`config.mk`:
```
export PLATFORM = sky130hd
export DESIGN_NAME = exam2_2
export DESIGN_NICKNAME = d
export VERILOG_FILES = /design/src/rtl/exam2_2.sv
export SDC_FILE = /design/constraint.sdc
export NUM_CORES = 1
export LEC_CHECK = 0
export BUFFER_PORTS_ARGS = -buffer_cell sky130_fd_sc_hd__buf_2
export CORE_AREA = 4 4 41 43
export CTS_BUF_LIST = sky130_fd_sc_hd__clkbuf_8
export DETAILED_ROUTE_END_ITERATION = 12
export DIE_AREA = 0 0 45 47
export GPL_ROUTABILITY_DRIVEN = 0
export PLACE_DENSITY = 0.36
export SLEW_MARGIN = 10
export SYNTH_ARGS = -nofsm -noshare
export SYNTH_HDL_FRONTEND = slang
export SYNTH_SLANG_ARGS = --single-unit
export TNS_END_PERCENT = 5
```
`constraint.sdc`:
```
create_clock -name clk -period 1.1 [get_ports clk]
set_input_delay 0.11 -clock clk [delete_from_list [all_inputs] [get_ports clk]]
set_output_delay 0.11 -clock clk [all_outputs]
set_load 0.005 [all_outputs]
```
`src/rtl/exam2_2.sv`:
```
// exam2_2 -- serial Moore sequence detector for the pattern 0,0,1,1 (oldest first).
// One bit of X is sampled per rising clk edge; Y pulses high for exactly one clock
// period after the edge that samples the final 1. Overlapping matches are detected.
//
// Ports:
//   clk    input   system clock, rising-edge active
//   rst_n  input   asynchronous reset, active-low (state -> S0, Y -> 0)
//   X      input   serial data bit, sampled on each rising clk edge
//   Y      output  registered match flag, high while the FSM is in S4
module exam2_2 (
  input  logic clk,
  input  logic rst_n,
  input  logic X,
  output logic Y
);

  // Prefix-tracking states; 5..7 are unused and recover to S0.
  typedef enum logic [2:0] {
    S0 = 3'd0,  // no useful prefix
    S1 = 3'd1,  // "0"
    S2 = 3'd2,  // "00"
    S3 = 3'd3,  // "001"
    S4 = 3'd4   // "0011" match
  } state_t;

  state_t r_state;
  state_t w_next_state;
  logic   r_y;

  // Next-state logic
  always_comb begin
    w_next_state = S0;
    case (r_state)
      S0:      w_next_state = X ? S0 : S1;
      S1:      w_next_state = X ? S0 : S2;
      S2:      w_next_state = X ? S3 : S2;
      S3:      w_next_state = X ? S4 : S1;
      // Trailing 0 of a match only counts as a fresh single "0".
      S4:      w_next_state = X ? S0 : S1;
      default: w_next_state = S0;
    endcase
  end

  // State register plus a dedicated Y flop loaded from the next state, so Y
  // mirrors (state == S4) without any combinational path from X.
  always_ff @(posedge clk or negedge rst_n) begin
    if (!rst_n) begin
      r_state <= S0;
      r_y     <= 1'b0;
    end else begin
      r_state <= w_next_state;
      r_y     <= (w_next_state == S4);
    end
  end

  assign Y = r_y;

endmodule

```
==> metrics <==
status=finished clean; Max clock buf depth=2; # setup viols final=0; Synth Area in XOR/XNOR=between 5 and 6%; Worst Skew=between 4 and 5 ps; Yosys warnings=0; layout cells sized above 1=42.86%; mux share of post-synthesis cell area=0%; drt via density=3.528; starting density of the core=roughly 13%; Fin Setup TNS=0 ps; Post-DRT Antenna Nets=0; CTS root buf=clkbuf_8; sequential fraction of the synthesis area=between 50% and 60%; initial antenna violation count=0; initial drt markers=0; leak pwr=between 0.0001 and 0.00015 uW; I/O pins=4; fin crit share=86.85%; NumNets Final=26; Avg Cell Area, Syn=roughly 13 um2; actual slew at the worst max-slew pin=150.8 ps; highest-count cells in the layout ignoring fill and taps=dfrtp_1 (4), clkbuf_8 (3), buf_2 (3), and4_1 (2); number of global-route vias before repair=about 140; Post-Layout Cell Count=36; Core ar.=1301 um2; Post-route DRC=0; H-tree levels=1; most common cell after layout, fill and taps aside=dfrtp_1; CP required=1240 ps; DRT Pass-1 Iters=1; post-synthesis compound-gate area fraction=between 10% and 20%; critical setup path kind=flop to flop; P per Cell Area=2568 nW/um2; global-route wire length before repair=517 um; gr usage total=~4.4%; CP Max Fanout=6; clock-pin slew on the worst setup and hold paths=~30 ps; Post-Synth Simple-Gate Area=between 20% and 30%; antenna cells=0; total number of vias=~130; Post-Syn Nets=16; DP Area=roughly 210 um2; Layout area overhead=55.22%; max cap viols=0; Adder-Cell Fraction of Synth Area=0%; Post-CTS Setup Bufs=0; Sink Count=4; Die X=45 um; Die Y=~47 um; Post-CTS Resized=0; worst rel slew slack=89.87%; CTS tree=done; Hold Worst Slack=around 230 ps; grt total ovfl=0; CP Capture Type=flop; fin area=about 260 um2; Max rail drop VDD=0.4912 mV; crit path time final=approximately 960 ps; largest family of logic cells by synthesized area=simple AND/OR/NAND/NOR gates; TritonCTS buffer count=3; IO Port Bufs=3; Hold Vio Cnt, Final=0; Max Freq=around 1000 MHz; RSZ-0062 raised after global routing=false; post-cts hold buffer count=1; Die ar.=between 2000 and 2500 um2; post-synthesis cell type count=9; Post-Syn Area=~170 um2; Syn Inst Count=13; pin count of the biggest net entering global routing=7; hold crit path type=primary input to async pin; register bit total from synthesis=4; fill cell count=156; Rows=13; CP Launch Type=flop; Detailed Route WL=292 um; routed len/inst=roughly 8 um; final slew viol count=0; clk_lat worst skew=between 200 and 250 ps; arrival time at the worst endpoint=around 1100 ps; Post-Place Cells=32
sequential cells by signal (all words and copies together) (netlist names):
signal   flops
Y            1
r_state      3
worst paths after layout:
| path | from | to | slack [ps] | cells after the start |
|---|---|---|---|---|
| worst max-delay path | r_state[0] | r_state[1] | 140 | 2 |
| worst min-delay path | rst_n | r_state[1] | 230 | 2 |
| worst max register to register | r_state[0] | r_state[1] | 140 | 2 |
| worst min register to register | r_state[2] | r_state[1] | 430 | 1 |
| max in group asynchronous | rst_n | r_state[2] | 750 | 2 |
| min in group clk | X | r_state[1] | 240 | 3 |
report_power, final:
part | switching (uW) | total [uW] | internal (uW)
Sequential | 34.6 | 225 | 191
Combinational | 53.3 | 141 | 87.3
Clock | 69.7 | 302 | 233
Total | 158 | 668 | 511
synth_stat cells, drive strengths merged:
cell type	n	share of area, %
inv	1	2.2
and4	2	10
a21oi	1	5.2
xor2	1	5.2
or3b	1	5.2
nand2b	1	3.7
dfrtp	4	60
nor3	1	3.0
a31o	1	5.2
area by class of cell:
cell class / instances / area [um2] / share of cell area, %
clock buffers: 3 / 41.29 / 15.87
inverters: 1 / 3.754 / 1.442
multi-input cells: 8 / 63.81 / 24.52
flip-flops and latches: 4 / 100.1 / 38.46
well taps: 15 / 18.77 / 7.212
repair buffers: 5 / 32.53 / 12.50
routing by layer:
metal	share of wire (%)	global-route usage [%]	up-vias	wire length [um]
met5	0	0	-	0
met4	7.2	7.018	0	21
met3	11	4.598	4	31
met2	36	4.520	7	104
met1	46	3.670	53	135
li1	-	-	63	-
logic make-up (layout without fill, tap and decap cells):
logic type | after synthesis | after routing
DFF | 4 | 4
AOI/OAI and AO/OA | 2 | 2
and+or+nand+nor | 5 | 5
buffers and inverters | 1 | 9
xor gates and xnor gates | 1 | 1
critical path: stages (launching register included):
cell and delay [ps]:
dfrtp_1 400, or3b_1 380, a21oi_2 120
per-stage QoR:
stage / utilization, % / setup WS [ps] / total power (uW)
6_report: 20.00 / 144.6 / 668.4
5_1_grt: 20.00 / 65.77 / 724.7
4_1_cts: 20.00 / 130.6 / 682.3
3_5_place_dp: 16.06 / 135.7 / 368.4
3_3_place_gp: 16.06 / 164.8 / 364.3
2_1_floorplan: - / 145.7 / 315.1
No activity file was read; power rests on OpenSTA's default activity.
